==> src/rtl/apb_pkg.sv <==
// Shared definitions for the APB master bridge: the bus-phase state type,
// default widths and the decode-width helper.
package apb_pkg;

   typedef enum logic [1:0] {
      IDLE   = 2'd0,
      SETUP  = 2'd1,
      ACCESS = 2'd2
   } apb_state_e;

   localparam int DEF_DATA_WIDTH    = 32;
   localparam int DEF_ADDRESS_WIDTH = 4;
   localparam int DEF_STRB_WIDTH    = 4;
   localparam int DEF_SLAVES_NUM    = 2;

   // A single slave needs no select bits.
   function automatic int sel_bits(input int slaves);
      return (slaves > 1) ? $clog2(slaves) : 0;
   endfunction

endpackage

==> src/rtl/apb_addr_decoder.sv <==
// Address-to-PSEL decoder: the top sel_bits(SLAVES_NUM) address bits pick the
// slave; an index with no slave behind it yields an all-zero select.
module apb_addr_decoder
   import apb_pkg::*;
#(
   parameter int ADDRESS_WIDTH = DEF_ADDRESS_WIDTH,
   parameter int SLAVES_NUM    = DEF_SLAVES_NUM
) (
   input  logic [ADDRESS_WIDTH-1:0] addr,
   output logic [SLAVES_NUM-1:0]    sel
);

   localparam int SEL_W = sel_bits(SLAVES_NUM);

   logic [ADDRESS_WIDTH-1:0] idx_s;

   // Shifting the full address keeps the index aligned to the top bits for any width.
   assign idx_s = addr >> (ADDRESS_WIDTH - SEL_W);

   // One select line per slave, set only on an exact index match.
   always_comb begin
      sel = '0;
      for (int i = 0; i < SLAVES_NUM; i++) begin
         sel[i] = (idx_s == ADDRESS_WIDTH'(i));
      end
   end

endmodule

==> src/rtl/apb_master_bridge.sv <==
// APB4-style single-master bridge: turns a Transfer request into SETUP/ACCESS
// bus cycles and returns read data and slave error to the requester.
module apb_master_bridge
   import apb_pkg::*;
#(
   parameter int DATA_WIDTH    = DEF_DATA_WIDTH,
   parameter int ADDRESS_WIDTH = DEF_ADDRESS_WIDTH,
   parameter int STRB_WIDTH    = DEF_STRB_WIDTH,
   parameter int SLAVES_NUM    = DEF_SLAVES_NUM
) (
   input  logic                     PCLK,
   input  logic                     PRESETn,
   input  logic                     Transfer,
   input  logic [ADDRESS_WIDTH-1:0] IN_ADDR,
   input  logic [DATA_WIDTH-1:0]    IN_DATA,
   input  logic                     IN_WRITE,
   input  logic [STRB_WIDTH-1:0]    IN_STRB,
   input  logic [DATA_WIDTH-1:0]    PRDATA,
   input  logic                     PREADY,
   input  logic                     PSLVERR,
   output logic [ADDRESS_WIDTH-1:0] PADDR,
   output logic [DATA_WIDTH-1:0]    PWDATA,
   output logic                     PWRITE,
   output logic [STRB_WIDTH-1:0]    PSTRB,
   output logic [SLAVES_NUM-1:0]    PSEL,
   output logic                     PENABLE,
   output logic [DATA_WIDTH-1:0]    OUT_RDATA,
   output logic                     OUT_SLVERR
);

   apb_state_e               state_r;
   logic [SLAVES_NUM-1:0]    sel_s;
   logic [STRB_WIDTH-1:0]    strb_s;

   apb_addr_decoder #(
      .ADDRESS_WIDTH (ADDRESS_WIDTH),
      .SLAVES_NUM    (SLAVES_NUM)
   ) u_decoder (
      .addr (IN_ADDR),
      .sel  (sel_s)
   );

   // Reads never drive byte strobes onto the bus.
   assign strb_s = IN_WRITE ? IN_STRB : '0;

   // Bus-phase FSM; every APB output is registered here. The request is
   // latched only on edges entering SETUP, so requester activity in ACCESS is ignored.
   always_ff @(posedge PCLK or posedge PRESETn) begin
      if (PRESETn) begin
         state_r    <= IDLE;
         PADDR      <= '0;
         PWDATA     <= '0;
         PWRITE     <= 1'b0;
         PSTRB      <= '0;
         PSEL       <= '0;
         PENABLE    <= 1'b0;
         OUT_RDATA  <= '0;
         OUT_SLVERR <= 1'b0;
      end else begin
         case (state_r)
            IDLE: begin
               PENABLE <= 1'b0;
               if (Transfer) begin
                  state_r <= SETUP;
                  PADDR   <= IN_ADDR;
                  PWDATA  <= IN_DATA;
                  PWRITE  <= IN_WRITE;
                  PSTRB   <= strb_s;
                  PSEL    <= sel_s;
               end else begin
                  state_r <= IDLE;
                  PSEL    <= '0;
               end
            end
            SETUP: begin
               state_r <= ACCESS;
               PENABLE <= 1'b1;
            end
            ACCESS: begin
               if (PREADY) begin
                  OUT_SLVERR <= PSLVERR;
                  if (!PWRITE) begin
                     OUT_RDATA <= PRDATA;
                  end else begin
                     OUT_RDATA <= OUT_RDATA;
                  end
                  PENABLE <= 1'b0;
                  // Back-to-back: go straight to SETUP with the next request.
                  if (Transfer) begin
                     state_r <= SETUP;
                     PADDR   <= IN_ADDR;
                     PWDATA  <= IN_DATA;
                     PWRITE  <= IN_WRITE;
                     PSTRB   <= strb_s;
                     PSEL    <= sel_s;
                  end else begin
                     state_r <= IDLE;
                     PSEL    <= '0;
                  end
               end else begin
                  state_r <= ACCESS;
                  PENABLE <= 1'b1;
               end
            end
            default: begin
               state_r <= IDLE;
               PSEL    <= '0;
               PENABLE <= 1'b0;
            end
         endcase
      end
   end

endmodule

==> config.mk <==
export PLATFORM = sky130hd
export DESIGN_NAME = apb_master_bridge
export DESIGN_NICKNAME = d
export VERILOG_FILES = /design/src/rtl/apb_pkg.sv /design/src/rtl/apb_addr_decoder.sv /design/src/rtl/apb_master_bridge.sv
export SDC_FILE = /design/constraint.sdc
export NUM_CORES = 1
export LEC_CHECK = 0
export CAP_MARGIN = 10
export CORE_UTILIZATION = 34
export DETAILED_ROUTE_END_ITERATION = 16
export PLACE_DENSITY_LB_ADDON = 0.05
export SLEW_MARGIN = 20
export SYNTH_ARGS = -nofsm -noshare
export SYNTH_HDL_FRONTEND = slang
export SYNTH_SLANG_ARGS = --single-unit
==> constraint.sdc <==
create_clock -name PCLK -period 2.78 [get_ports PCLK]
set_input_delay 0.556 -clock PCLK [delete_from_list [all_inputs] [get_ports PCLK]]
set_output_delay 0.556 -clock PCLK [all_outputs]
set_load 0.02 [all_outputs]
Yosys cells after proc, flatten, opt, wreduce, memory -nomap -nowiden:

Index checks and enable logic that the tools add are counted.

* bits in writable memories: 0
* memories kept: 0
* bits in registers: 79
* bits in latches: 0
* output and inout port bits: 77
* logic and storage cells: 42
* memory bits (read-only): 0
* input port bits: 78

* equal/unequal tests: 3
* add/sub/neg operators: 0
* multiply operators: 0
* bitwise logic cells: 2
* $lt $le $gt $ge: 0
* div/mod/pow operators: 0
* muxes and demuxes: 21
* reduce and logical (&&, ||, !) cells: 7
* shift operators: 0

Operators by type and width (count)
* 32-bit two-way mux: 2
* 32-bit one-hot mux with 2 select lines: 1
* 4-bit two-way mux: 5
* 4-bit one-hot mux with 2 select lines: 2
* 2-bit one-hot mux with 3 select lines: 2
* 2-bit two-way mux: 3
* 2-bit AND reduction: 3
* 4-bit logical NOT: 1
* 1-bit two-way mux: 4
* 1-bit one-hot mux with 2 select lines: 2
* 3-bit AND reduction: 1
* 2-bit by 1-bit == test with 1-bit output, second input constant: 1
* 2-bit == test, second input constant: 1
* 2-bit logical NOT: 1
* 2-bit inequality test, second input constant: 1
* 1-bit inverter: 2
* 2-bit nonzero test: 1

Logic depth before layout (Yosys ltp):

Gate-level depths: netlist of run 1.

* depth in word-level cells: 4
* mapped depth: 6
* depth with buffers taken out: 5

Modules after synthesis:

A second synthesis of run 1 with hierarchy kept.

* cell total of the unflattened synthesis: 192
* area total of the unflattened synthesis: 3084.2 µm²

Modules (own cells, without submodules)
* apb_master_bridge: instances 1, cells an instance 190, area each 3072.9 µm²
* apb_addr_decoder: instances 1, cells an instance 2, area each 11.3 µm²

Least setup slack after synthesis of run 1:

OpenSTA, ideal clock, no wires.

* path type: reg-to-reg
* start point: reg state_r[0]
* end point: reg PADDR[0]
* cell stages (with the launch flop): 7
* path slack: 1.128 ns
* data required time: 2.655 ns
* data arrival time: 1.526 ns
* cells stage by stage: dfrtp_1 -> inv_1 -> ha_1 -> mux2_4 -> nand2_4 -> buf_6 -> mux2_4

* cells in the longest elaborated chain, start to end: 3
* elaborated cells on any way between the ends: 6

RTL lines
* start, declared: line apb_master_bridge.sv:31 `apb_state_e state_r;`
* start signal, assigned: line apb_master_bridge.sv:50 `state_r <= IDLE;`
* start signal, assigned: line apb_master_bridge.sv:64 `state_r <= SETUP;`
* start signal, assigned: line apb_master_bridge.sv:71 `state_r <= IDLE;`
* 2-bit == test or 2-bit logical NOT (tied branches): line apb_master_bridge.sv:60 `case (state_r)`
* 2-bit inequality test (no line) or 2-bit nonzero test (tied branches)
* 2-bit AND reduction (no line)
* end signal, assigned: line apb_master_bridge.sv:51 `PADDR <= '0;`
* end signal, assigned: line apb_master_bridge.sv:65 `PADDR <= IN_ADDR;`
* end signal, assigned: line apb_master_bridge.sv:91 `PADDR <= IN_ADDR;`
* end, declared: line apb_master_bridge.sv:21 `output logic [ADDRESS_WIDTH-1:0] PADDR,`

Several ways; a longest one is shown, not always the timed one.
A chain may end at the register's enable or synchronous reset.

Worst setup path in the final report of run 1:

* start point: reg state_r[0]
* end point: reg PWDATA[9]

* cells in the longest elaborated chain, start to end: 3
* elaborated cells on any way between the ends: 6

RTL lines
* 2-bit == test or 2-bit logical NOT (tied branches): line apb_master_bridge.sv:60
* 2-bit inequality test (no line) or 2-bit nonzero test (tied branches)
* 2-bit AND reduction (no line)
* end signal, assigned: line apb_master_bridge.sv:52 `PWDATA <= '0;`
* end signal, assigned: line apb_master_bridge.sv:66 `PWDATA <= IN_DATA;`
* end signal, assigned: line apb_master_bridge.sv:92 `PWDATA <= IN_DATA;`
* end, declared: line apb_master_bridge.sv:22 `output logic [DATA_WIDTH-1:0] PWDATA,`

Several ways; a longest one is shown, not always the timed one.

==> results.md, run 1 <==
| Stage | Metric | This run |
| --- | --- | --- |
| sta | Highest attainable clock frequency | 0.511 GHz |
| route | Wire length per cell after detailed routing | 14.8 µm |
| logic synthesis | Post-Synthesis Cell Area | 0.00321 mm² |
| clocking | Clock slew at the register clock pins of the worst setup and hold paths | 0.08 ns |
| route | Routed Antenna Nets | 0 |
| layout | Fraction of final layout cells sized beyond drive strength 1 | 25.6% |
| min path | Hold worst-path end | OUT_RDATA[31] |
| clocking | Number of gates resized after cts | 0 |
| global route | Number of antenna violations at the first check in global routing | 0 |
| worst setup path | Endpoint of the most critical register-to-register path | PWDATA[9] |
| route | Vias | 2105 |
| power and ir drop | PnR Total Power | 6.19 mW |
| clocking | Cts-stage hold buffer count | 0 |
| logic synthesis | Most frequent cell after synthesis | sky130_fd_sc_hd__dfrtp_1 |
| min path | Min-Delay Startpoint | OUT_RDATA[31] |
| worst setup path | Origin of the critical flop-to-flop path | state_r[0] |
| global route | Remaining global-route overflow | 0 |
| clocking | Num Clock Sinks | 79 |
| placed design | Placement-stage worst setup slack | 0.476 ns |
| sta | Fin worst setup slack | 0.821 ns |
| clocking | Total CTS buffers | 9 |
| route | Initial DRC Count | 48 |
| route | Overall routed net length | 6.94 mm |
| die | Core ar. | 0.00920 mm² |
| clocking | Root Buffer | sky130_fd_sc_hd__clkbuf_8 |
| layout | Layout net count | 437 |
| layout | Post-synthesis to final-layout area growth | 59.6% |
| logic synthesis | Leading area contributor after synthesis | sky130_fd_sc_hd__dfrtp_1 |
| clocking | CTS HTree Levels | 3 |
| global route | Global-route total usage across every layer | 14.5% |
| die | Number of cell rows | 35 |
| logic synthesis | EDFF count, synth | 0 |
| sta | Unrepaired setup endpoints after global routing | no |
| sta | Least-Margin Pin Slew | 0.594 ns |
| logic synthesis | Synth Area in XOR/XNOR | 0% |
| clocking | Postcts setup bufs | 0 |
| clocking | TritonCTS clock tree | built |
| min path | Hold/Removal Path Class | flip-flop to flip-flop |
| die | Area of the die | 0.00984 mm² |
| global route | First-pass GRT wire length | 10.9 mm |
| power and ir drop | Leakage power | 2.32 nW |
| run status | Result of the run | finished clean |
| logic synthesis | Post-synthesis share of cell area spent on full adders, half adders and majority gates | 1.95% |
| die | Floorplan die width | 99.2 µm |
| worst setup path | WS Path Type | flip-flop to flip-flop |
| placed design | HPWL after detailed placement | 4.83 mm |
| logic synthesis | Number of flip-flops and latches in the synthesized netlist | 79 |
| worst setup path | CP Cell Sequence | inv_1 > ha_1 > mux2_4 > nand2_4 > buf_12 > mux2_2 |
| sta | Post-route minimum period | 1.96 ns |
| worst setup path | Crit end category | flip-flop |
| min path | Worst hold path depth | 1 |
| logic synthesis | Leading register cell type out of synthesis | sky130_fd_sc_hd__dfrtp_1 |
| power and ir drop | Maximum resistive drop on vdd | 0.596 mV |
| logic synthesis | Share of the synthesized area in compound gates (AO/OA/AOI/OAI) | 0.467% |
| placed design | Placed inst area | 0.00489 mm² |
| logic synthesis | Number of library cell types mapped by synthesis | 16 |
| route | DRC Markers | 0 |
| sta | Fin Clk Skew | 0.00882 ns |
| placed design | Final weighted congestion of routability-driven global placement | 0.751 |
| sta | Max-slew violation count | 0 |
| logic synthesis | Sequential fraction of the synthesis area | 61.6% |
| logic synthesis | Nets in the synthesized netlist | 275 |
| logic synthesis | Synth top cells by count | sky130_fd_sc_hd__dfrtp_1, sky130_fd_sc_hd__mux2_4, sky130_fd_sc_hd__mux2_2, sky130_fd_sc_hd__inv_1 |
| layout | Final non-filler cell area | 0.00513 mm² |
| worst setup path | Largest stage delay on the critical path | 0.41 ns |
| logic synthesis | Post-synthesis share of cell area spent on and, or, nand and nor gates | 1.95% |
| logic synthesis | Largest family of logic cells by synthesized area | multiplexers |
| die | Top-Level Pins | 155 |
| placed design | Number of input and output port buffers inserted | 154 |
| global route | Vias in the first global route | 2161 |
| logic synthesis | Proportion of netlist area held by the largest area contributor | 61.6% |
| power and ir drop | Pwr/cell area | 1210 mW/mm² |
| layout | Final antenna diode count | 0 |
| logic synthesis | Count of yosys warnings during synthesis | 0 |
| clocking | Clock Latency Late Sink | 0.34 ns |
| clocking | Clock Path Buffers | 2 |
| logic synthesis | Number of cells produced by synthesis | 192 |
| die | Y dimension of the die | 99.2 µm |
| logic synthesis | Top area cells in the synthesized netlist | sky130_fd_sc_hd__dfrtp_1, sky130_fd_sc_hd__mux2_4, sky130_fd_sc_hd__mux2_2 |
| sta | Worst relative slew slack | 60.4% |
| worst setup path | Top fanout value on the critical path | 21 |
| route | Number of detailed-routing iterations run before antenna repair | 3 |
| worst setup path | Endpoint arrival time on the critical path | 2.19 ns |
| route | Vias per std cell | 4.48 |
| logic synthesis | Multiplexer area fraction after synthesis | 31.2% |
| worst setup path | Slowest cell on the critical path | sky130_fd_sc_hd__dfrtp_1 |
| sta | Post-route setup TNS | 0 ns |
| worst setup path | Worst reg2reg path depth | 6 |
| sta | Setup-failing EPs final | 0 |
| job | Max cap viols | 0 |
| logic synthesis | Post-Syn Area per Cell | 16.7 µm² |
| logic synthesis | Share of synthesized flip-flops with an asynchronous set or reset | 100% |
| sta | Final worst-path cycle share | 70.5% |
| sta | Count of endpoints failing hold in the final timing report | 0 |
| worst setup path | Internal reg-to-reg setup slack | 0.82 ns |
| global route | Maximum number of pins on one net before global-route repair | 48 |
| worst setup path | Startpoint class of the critical path | flip-flop |
| die | Starting density of the core | 34.9% |
| worst setup path | Required @ worst endpoint | 3.01 ns |
==> per-layer routing <==
layer	vias to the layer above	track usage [%]	part of all wire, %
met5	-	0	0
met1	1023	20.0	48
met3	9	4.99	8.0
li1	979	-	-
met2	94	21.0	43
met4	0	5.77	1.4
==> metrics by stage <==
stage	hold slack (ns)	instances	util (%)
after floorplan	0.594	192	-
after CTS	0.510	470	55.8
after global routing	0.516	470	55.8
final	0.506	470	55.8
after global placement	0.486	454	53.2
after detailed placement	0.492	454	53.2
==> cells in the final DEF, fill, tap and decap left out <==
cell type and instances:
sky130_fd_sc_hd__mux2_4 37, sky130_fd_sc_hd__inv_1 8, sky130_fd_sc_hd__bufinv_16 3, sky130_fd_sc_hd__nand3b_1 1, sky130_fd_sc_hd__nor3b_1 1, sky130_fd_sc_hd__mux2i_1 4
sky130_fd_sc_hd__clkdlybuf4s50_1 154, sky130_fd_sc_hd__clkbuf_8 10, sky130_fd_sc_hd__nand2_1 5, sky130_fd_sc_hd__nand2_4 1, sky130_fd_sc_hd__o21ai_0 1, sky130_fd_sc_hd__buf_4 2
sky130_fd_sc_hd__a21oi_1 2, sky130_fd_sc_hd__dfrtp_1 79, sky130_fd_sc_hd__clkinv_2 1, sky130_fd_sc_hd__nor2b_1 1, sky130_fd_sc_hd__mux2_2 36, sky130_fd_sc_hd__buf_12 2
sky130_fd_sc_hd__clkbuf_1 3, sky130_fd_sc_hd__ha_1 5, sky130_fd_sc_hd__nor2_1 3
==> layout make-up <==
class	count	area, µm²
inverter	9	35.0
tap	111	139
clock inverter	3	90.1
clock buffer	13	149
fill	792	4070
multi-input combinational	97	1140
sequential	79	1980
timing repair buffer	158	1600
==> flip-flops by register name, indices dropped and copies added (netlist names) <==
name	flops
OUT_RDATA	32
OUT_SLVERR	1
PADDR	4
PENABLE	1
PSEL	2
PSTRB	4
PWDATA	32
PWRITE	1
state_r	2
==> cells by family after synthesis <==
| family | Yosys count |
|---|---|
| compound gates | 3 |
| mux | 77 |
| flops | 79 |
| simple gates | 12 |
| fa+ha+maj | 5 |
| buf+inv | 16 |
==> where the power goes <==
group | internal [mW] | switching, mW | total, mW | leakage, nW
registers | 1.73 | 0.302 | 2.03 | 0.948
logic | 1.79 | 1.35 | 3.14 | 1.25
clock network | 0.623 | 0.404 | 1.03 | 0.118
==> worst max-delay path, delay by kind of cell (launching register included) <==
kind	cells	cell delay, ns
AND/OR/NAND/NOR	1	0.20
flip-flops	1	0.41
buffers and inverters	2	0.35
multiplexers	2	0.68
adder cells (fa/ha/maj)	1	0.21
==> how the worst max path moves through the flow <==
stage	start	to	slack (ns)	cells after the start
after CTS	state_r[0]	PWDATA[10]	0.80	6
after global placement	PREADY	PWDATA[15]	0.50	5
final	state_r[0]	PWDATA[9]	0.82	6
after global routing	state_r[0]	PWDATA[10]	0.74	6
after floorplan	PRESETn	OUT_RDATA[0]	0.20	1
after detailed placement	PREADY	PWDATA[10]	0.48	5
(Power assumes the default switching activity.)
==> inputs of run 2 (changes only) <==
clock period = 1.6 ns   (was 2.78 ns; I/O delays follow)
==> run 2 against run 1 <==
Compared with the run above:
- the run now ends with setup timing left
- critical path depth unchanged
- die area stayed put
- utilization is 0.94 points higher
- critical endpoint is now PWDATA[22]
- maximum frequency increased by 17%
- largest power group unchanged
- wire length rose by 2.2%
==> results.md, run 2 (synthesis gave the netlist of run 1 again) <==
| Stage | Metric | This run | Delta |
| --- | --- | --- | --- |
| layout | Post-synthesis to final-layout area growth | 62.3% | was 59.6% |
| worst setup path | Crit end category | flip-flop | unchanged |
| route | Vias | 2153 | was 2105 |
| sta | Fin worst setup slack | -0.0774 ns | was 0.821 ns |
| min path | Hold/Removal Path Class | input pin to asynchronous set/reset pin | was flip-flop to flip-flop |
| sta | Least-Margin Pin Slew | 0.252 ns | was 0.594 ns |
| clocking | Clock Path Buffers | 2 | unchanged |
| layout | Fraction of final layout cells sized beyond drive strength 1 | 29.9% | was 25.6% |
| worst setup path | Startpoint class of the critical path | flip-flop | unchanged |
| sta | Post-route minimum period | 1.68 ns | was 1.96 ns |
| sta | Setup-failing EPs final | 37 | was 0 |
| die | Y dimension of the die | 99.2 µm | unchanged |
| route | Number of detailed-routing iterations run before antenna repair | 6 | was 3 |
| layout | Count of non-filler cells in the finished layout | 482 | was 470 |
| route | Routed Antenna Nets | 0 | unchanged |
| job | Max cap viols | 0 | unchanged |
| clocking | Total CTS buffers | 9 | unchanged |
| global route | Remaining global-route overflow | 0 | unchanged |
| layout | Flip-flop and latch area | 0.00198 mm² | unchanged |
| clocking | Num Clock Sinks | 79 | unchanged |
| sta | Highest attainable clock frequency | 0.596 GHz | was 0.511 GHz |
| sta | Worst relative slew slack | 83.2% | was 60.4% |
| die | Core ar. | 0.00920 mm² | unchanged |
| route | Vias per std cell | 4.47 | was 4.48 |
| layout | Final non-filler cell area | 0.00521 mm² | was 0.00513 mm² |
| route | Initial DRC Count | 45 | was 48 |
| die | Number of cell rows | 35 | unchanged |
| global route | Global-route total usage across every layer | 15.1% | was 14.5% |
| die | Area of the die | 0.00984 mm² | unchanged |
| placed design | Cell count after placement | 463 | was 454 |
| global route | Maximum number of pins on one net before global-route repair | 44 | was 48 |
| route | Wire length per cell after detailed routing | 14.7 µm | was 14.8 µm |
| layout | Share of the core filled with cells in the final layout | 56.7% | was 55.8% |
| worst setup path | Top fanout value on the critical path | 12 | was 21 |
| die | Floorplan die width | 99.2 µm | unchanged |
| worst setup path | WS Path Type | flip-flop to flip-flop | unchanged |
| run status | Result of the run | finished, violations left | was finished clean |
| clocking | TritonCTS clock tree | built | unchanged |
| layout | Registers with the highest flip-flop counts | OUT_RDATA: 32 flops, PWDATA: 32 flops | unchanged |
| placed design | Placed inst area | 0.00504 mm² | was 0.00489 mm² |
| sta | Final worst-path cycle share | 105% | was 70.5% |
| sta | Max-slew violation count | 0 | unchanged |
| global route | Vias in the first global route | 2122 | was 2161 |
| sta | Fin Clk Skew | 0.0121 ns | was 0.00882 ns |
| placed design | Final weighted congestion of routability-driven global placement | 0.759 | was 0.751 |
| layout | Commonest cells after routing, fill and taps aside | sky130_fd_sc_hd__dfrtp_1, sky130_fd_sc_hd__clkdlybuf4s50_1, sky130_fd_sc_hd__dlygate4sd2_1, sky130_fd_sc_hd__mux2_4, sky130_fd_sc_hd__mux2_2 | was sky130_fd_sc_hd__clkdlybuf4s50_1, sky130_fd_sc_hd__dfrtp_1, sky130_fd_sc_hd__mux2_4, sky130_fd_sc_hd__mux2_2, sky130_fd_sc_hd__clkbuf_8 |
| placed design | HPWL after detailed placement | 5.18 mm | was 4.83 mm |
| route | Overall routed net length | 7.09 mm | was 6.94 mm |
| global route | First-pass GRT wire length | 11.4 mm | was 10.9 mm |
| sta | Post-route setup TNS | -1.93 ns | was 0 ns |
| die | Starting density of the core | 34.9% | unchanged |
| layout | Final antenna diode count | 0 | unchanged |
| layout | Most common cell after layout, fill and taps aside | sky130_fd_sc_hd__dfrtp_1 | was sky130_fd_sc_hd__clkdlybuf4s50_1 |
| layout | Layout net count | 449 | was 437 |
| clocking | Cts-stage hold buffer count | 0 | unchanged |
| worst setup path | Required @ worst endpoint | 1.82 ns | was 3.01 ns |
| run status | Violated checks | setup timing |  |
| sta | Unrepaired setup endpoints after global routing | yes | was no |
| clocking | Clock Latency Late Sink | 0.35 ns | was 0.34 ns |
| power and ir drop | Pwr/cell area | 1960 mW/mm² | was 1210 mW/mm² |
| layout | Area used by multi-input combinational logic | 0.00118 mm² | was 0.00114 mm² |
| clocking | Root Buffer | sky130_fd_sc_hd__clkbuf_8 | unchanged |
| clocking | CTS HTree Levels | 3 | unchanged |
| power and ir drop | Maximum resistive drop on vdd | 0.869 mV | was 0.596 mV |
| route | DRC Markers | 0 | unchanged |
| sta | Count of endpoints failing hold in the final timing report | 0 | unchanged |
| placed design | Placement-stage worst setup slack | -0.179 ns | was 0.476 ns |
| global route | Number of antenna violations at the first check in global routing | 0 | unchanged |
| power and ir drop | Leakage power | 2.53 nW | was 2.32 nW |
| clocking | Clock slew at the register clock pins of the worst setup and hold paths | 0.09 ns | was 0.08 ns |
| layout | Count of fill cells added during filler insertion | 792 | unchanged |
| worst setup path | Endpoint arrival time on the critical path | 1.90 ns | was 2.19 ns |
| placed design | Number of input and output port buffers inserted | 154 | unchanged |
| die | Top-Level Pins | 155 | unchanged |
-- run 2: changes by cell type in the layout (fill, tap and decap cells not counted), sizes merged, moves of 2 or more --
cell and delta:
dlygate4sd2 +77, clkdlybuf4s50 -77, buf +12, clkinvlp +2, clkbuf -3
-- run 2: worst max-delay path: stages, from the launching register on --
cell,delay (ns)
sky130_fd_sc_hd__dfrtp_1,0.39
sky130_fd_sc_hd__inv_2,0.11
sky130_fd_sc_hd__ha_4,0.15
sky130_fd_sc_hd__mux2_4,0.32
sky130_fd_sc_hd__nand2_8,0.10
sky130_fd_sc_hd__buf_12,0.17
sky130_fd_sc_hd__mux2_4,0.30
-- run 2: per-layer routing --
| metal | vias to the layer above | GRT usage, % | share of wire [%] |
|---|---|---|---|
| met1 | 1057 | 19.1 | 45 |
| met4 | 0 | 4.41 | 1.0 |
| met5 | - | 0 | 0 |
| met2 | 79 | 24.8 | 48 |
| met3 | 7 | 4.92 | 5.9 |
| li1 | 1010 | - | - |
-- run 2: final timing paths --
check / start / to / slack [ns] / cells after the start
min reg2reg: OUT_RDATA[30] / OUT_RDATA[30] / 0.50 / 1
max: state_r[0] / PWDATA[22] / -0.08 / 6
max in group asynchronous: PRESETn / PWDATA[31] / 0.97 / 3
max reg2reg: state_r[0] / PWDATA[22] / -0.08 / 6
min: PRESETn / PADDR[0] / 0.39 / 3
min in group PCLK: OUT_RDATA[30] / OUT_RDATA[30] / 0.50 / 1
-- run 2: cell type report --
cell class	instances	area share, %
Clock buffer	10	2.45
Clock inverter	6	1.80
Inverter	9	0.720
Multi-Input combinational cell	97	22.7
Sequential cell	79	37.9
Tap cell	111	2.66
Timing Repair Buffer	170	31.8
-- run 2: power by group --
group	internal (mW)	switching, mW	leakage, nW
Combinational	2.64	2.44	1.48
Sequential	2.99	0.476	0.948
Clock	0.891	0.761	0.107
Total	6.53	3.67	2.53
-- run 2: repair_timing --
action	CTS	global route
setup endpoints to repair	114	42
gates resized for setup	80	4
setup buffers	2	1
pin swaps	0	0
endpoints found under the hold margin	0	0
-- run 2: through the flow --
step / total power, mW / hold slack, ns
after floorplan: 6.59 / 0.454
after global placement: 9.21 / 0.484
after detailed placement: 9.27 / 0.491
after CTS: 10.3 / 0.392
after global routing: 10.8 / 0.390
final: 10.2 / 0.392
==> inputs of run 3 (changes only) <==
CORE_ASPECT_RATIO = 0.5   (was unset)
==> run 3 against run 2 <==
Compared with the run above:
- the run still ends with setup timing left
- sequential share of layout area fell by 0.92 points
- critical path depth did not move
- clock skew fell by 0.0065 ns
- worst setup slack got worse by 0.017 ns
- sequential cell count did not move
- largest cell class unchanged
==> results.md, run 3 (synthesis gave the netlist of run 1 again) <==
| Stage | Metric | This run | Delta |
| --- | --- | --- | --- |
| global route | First-pass GRT wire length | 12.5 mm | was 11.4 mm |
| worst setup path | Slowest cell on the critical path | sky130_fd_sc_hd__dfrtp_1 | unchanged |
| sta | Worst relative slew slack | 79.1% | was 83.2% |
| clocking | Postcts setup bufs | 0 | was 2 |
| layout | Fraction of final layout cells sized beyond drive strength 1 | 29.7% | was 29.9% |
| worst setup path | Endpoint arrival time on the critical path | 1.91 ns | was 1.90 ns |
| power and ir drop | Pwr/cell area | 2040 mW/mm² | was 1960 mW/mm² |
| layout | Post-synthesis to final-layout area growth | 66.4% | was 62.3% |
| sta | Final worst-path cycle share | 106% | was 105% |
| clocking | TritonCTS clock tree | built | unchanged |
| die | Number of cell rows | 24 | was 35 |
| layout | Registers with the highest flip-flop counts | OUT_RDATA: 32 flops, PWDATA: 32 flops | unchanged |
| route | DRC Markers | 0 | unchanged |
| min path | Hold/Removal Path Class | input pin to asynchronous set/reset pin | unchanged |
| die | Top-Level Pins | 155 | unchanged |
| clocking | Clock Latency Late Sink | 0.33 ns | was 0.35 ns |
| route | Vias per std cell | 4.38 | was 4.47 |
| placed design | HPWL after detailed placement | 5.57 mm | was 5.18 mm |
| power and ir drop | Total net switching power | 3.78 mW | was 3.67 mW |
| sta | Unrepaired setup endpoints after global routing | yes | unchanged |
| layout | Flip-flop and latch area | 0.00198 mm² | unchanged |
| sta | Fin worst setup slack | -0.0940 ns | was -0.0774 ns |
| worst setup path | Origin of the critical flop-to-flop path | state_r[0] | unchanged |
| die | Floorplan die width | 139 µm | was 99.2 µm |
| clocking | Total CTS buffers | 9 | unchanged |
| layout | Final antenna diode count | 0 | unchanged |
| layout | Layout net count | 448 | was 449 |
| layout | Final non-filler cell area | 0.00534 mm² | was 0.00521 mm² |
| worst setup path | Category of cells accounting for the largest share of critical-path delay | multiplexers | unchanged |
| route | Wire length per cell after detailed routing | 15.9 µm | was 14.7 µm |
| global route | Maximum number of pins on one net before global-route repair | 33 | was 44 |
| worst setup path | Crit end category | flip-flop | unchanged |
| run status | Result of the run | finished, violations left | unchanged |
| route | Initial DRC Count | 48 | was 45 |
| die | Core ar. | 0.00892 mm² | was 0.00920 mm² |
| sta | Max-slew violation count | 0 | unchanged |
| global route | Remaining global-route overflow | 0 | unchanged |
| worst setup path | Worst reg2reg path depth | 6 | unchanged |
| power and ir drop | Maximum resistive drop on vdd | 0.989 mV | was 0.869 mV |
| die | Starting density of the core | 36.0% | was 34.9% |
| clocking | CTS HTree Levels | 3 | unchanged |
| route | Routed Antenna Nets | 0 | unchanged |
| sta | Post-route minimum period | 1.69 ns | was 1.68 ns |
| placed design | Placement-stage worst setup slack | -0.257 ns | was -0.179 ns |
| route | Vias | 2135 | was 2153 |
| die | Area of the die | 0.00986 mm² | was 0.00984 mm² |
| layout | Count of non-filler cells in the finished layout | 487 | was 482 |
| clocking | Clock Path Buffers | 2 | unchanged |
| route | Number of detailed-routing iterations run before antenna repair | 4 | was 6 |
| placed design | Final weighted congestion of routability-driven global placement | 0.737 | was 0.759 |
| layout | Most common cell after layout, fill and taps aside | sky130_fd_sc_hd__dfrtp_1 | unchanged |
| worst setup path | Top fanout value on the critical path | 8 | was 12 |
| power and ir drop | Net Sw Frac | 34.7% | was 36.0% |
| worst setup path | Cell repeated most along the worst path | sky130_fd_sc_hd__mux2_4 | unchanged |
| worst setup path | Largest stage delay on the critical path | 0.39 ns | about the same |
| worst setup path | Endpoint of the most critical register-to-register path | PWDATA[1] | was PWDATA[22] |
| clocking | Root Buffer | sky130_fd_sc_hd__clkbuf_16 | was sky130_fd_sc_hd__clkbuf_8 |
| global route | Global-route total usage across every layer | 16.7% | was 15.1% |
| worst setup path | Required @ worst endpoint | 1.82 ns | about the same |
| worst setup path | Internal reg-to-reg setup slack | -0.09 ns | was -0.08 ns |
| placed design | Cell count after placement | 468 | was 463 |
| job | Max cap viols | 0 | unchanged |
| sta | Highest attainable clock frequency | 0.590 GHz | was 0.596 GHz |
| power and ir drop | Pint | 7.11 mW | was 6.53 mW |
| worst setup path | Startpoint class of the critical path | flip-flop | unchanged |
| placed design | Number of input and output port buffers inserted | 154 | unchanged |
| route | Overall routed net length | 7.73 mm | was 7.09 mm |
| worst setup path | CP Cell Sequence | inv_2 > ha_4 > mux2_4 > nand2_8 > clkbuf_16 > mux2_4 | was inv_2 > ha_4 > mux2_4 > nand2_8 > buf_12 > mux2_4 |
| power and ir drop | Sequential Power Share | 32.5% | was 34.0% |
| power and ir drop | Share of total power in the clock network | 20.6% | was 16.2% |
| power and ir drop | Leakage power | 2.59 nW | was 2.53 nW |
| worst setup path | WS Path Type | flip-flop to flip-flop | unchanged |
| global route | Vias in the first global route | 2377 | was 2122 |
| clocking | Clock slew at the register clock pins of the worst setup and hold paths | 0.06 ns | was 0.09 ns |
| power and ir drop | Part of the power in combinational logic | 46.9% | was 49.8% |
| layout | Count of fill cells added during filler insertion | 710 | was 792 |
| sta | Fin Clk Skew | 0.00560 ns | was 0.0121 ns |
| worst setup path | Buf+Inv Stages, Crit Path | 2 | unchanged |
| sta | Setup-failing EPs final | 41 | was 37 |
| layout | Commonest cells after routing, fill and taps aside | sky130_fd_sc_hd__dfrtp_1, sky130_fd_sc_hd__clkdlybuf4s50_1, sky130_fd_sc_hd__dlygate4sd2_1, sky130_fd_sc_hd__mux2_4, sky130_fd_sc_hd__mux2_2 | unchanged |
| clocking | Num Clock Sinks | 79 | unchanged |
| layout | Area used by multi-input combinational logic | 0.00118 mm² | unchanged |
| clocking | Cts-stage hold buffer count | 0 | unchanged |
| sta | Count of endpoints failing hold in the final timing report | 0 | unchanged |
| global route | Number of antenna violations at the first check in global routing | 0 | unchanged |
| placed design | Placed inst area | 0.00501 mm² | was 0.00504 mm² |
| run status | Violated checks | setup timing | unchanged |
| sta | Least-Margin Pin Slew | 0.313 ns | was 0.252 ns |
| die | Y dimension of the die | 70.7 µm | was 99.2 µm |
==> run 3: changes by cell type in the layout (fill, tap and decap cells not counted) <==
cell,before,now
sky130_fd_sc_hd__buf_12,7,5
sky130_fd_sc_hd__inv_6,1,0
sky130_fd_sc_hd__clkbuf_8,9,2
sky130_fd_sc_hd__buf_8,0,1
sky130_fd_sc_hd__clkbuf_16,0,11
sky130_fd_sc_hd__buf_4,8,6
sky130_fd_sc_hd__clkinvlp_4,2,1
==> run 3: worst max path at each step <==
stage / from / end / slack (ns) / depth (start not counted)
global placement: PREADY / PWDATA[24] / -0.21 / 5
detailed placement: PREADY / PWDATA[18] / -0.26 / 5
floorplan: state_r[1] / PWDATA[0] / -0.003 / 6
CTS: state_r[1] / PADDR[0] / -0.09 / 6
finish: state_r[0] / PWDATA[1] / -0.09 / 6
global route: state_r[0] / PWDATA[25] / -0.14 / 6
==> run 3: final cells by class <==
class                           instances  area share (%)
Multi-Input combinational cell         97            22.1
Tap cell                              117            2.74
Timing Repair Buffer                  169            31.2
Sequential cell                        79            37.0
Clock buffer                           12            4.80
Clock inverter                          4            1.45
Inverter                                9           0.702
==> run 3: repair_timing <==
action	4_1_cts	5_1_grt
cloned	0	3
endpoints found under the setup margin	118	43
gates resized for setup	79	6
==> run 3: power by group through the flow <==
stage | Sequential, mW | Combinational, mW | Clock (mW)
global route | 3.69 | 5.40 | 2.39
floorplan | 4.75 | 1.84 | 0
CTS | 3.56 | 4.97 | 2.29
detailed placement | 3.60 | 5.66 | 0
global placement | 3.58 | 5.57 | 0
finish | 3.54 | 5.10 | 2.24
==> run 3: routing by layer <==
layer	routed length [µm]	GRT usage (%)
met1	3500	20.9
met2	3570	27.2
met3	575	6.43
met5	0	0
met4	85	5.19
==> run 3: per-stage QoR <==
step	total power, mW	TNS, ns	hold slack (ns)	utilization [%]
finish	10.9	-2.90	0.297	59.9
global placement	9.15	-11.87	0.486	56.2
floorplan	6.59	-0.0685	0.454	-
global route	11.5	-4.82	0.300	59.9
CTS	10.8	-2.48	0.294	58.9
detailed placement	9.25	-14.67	0.492	56.2
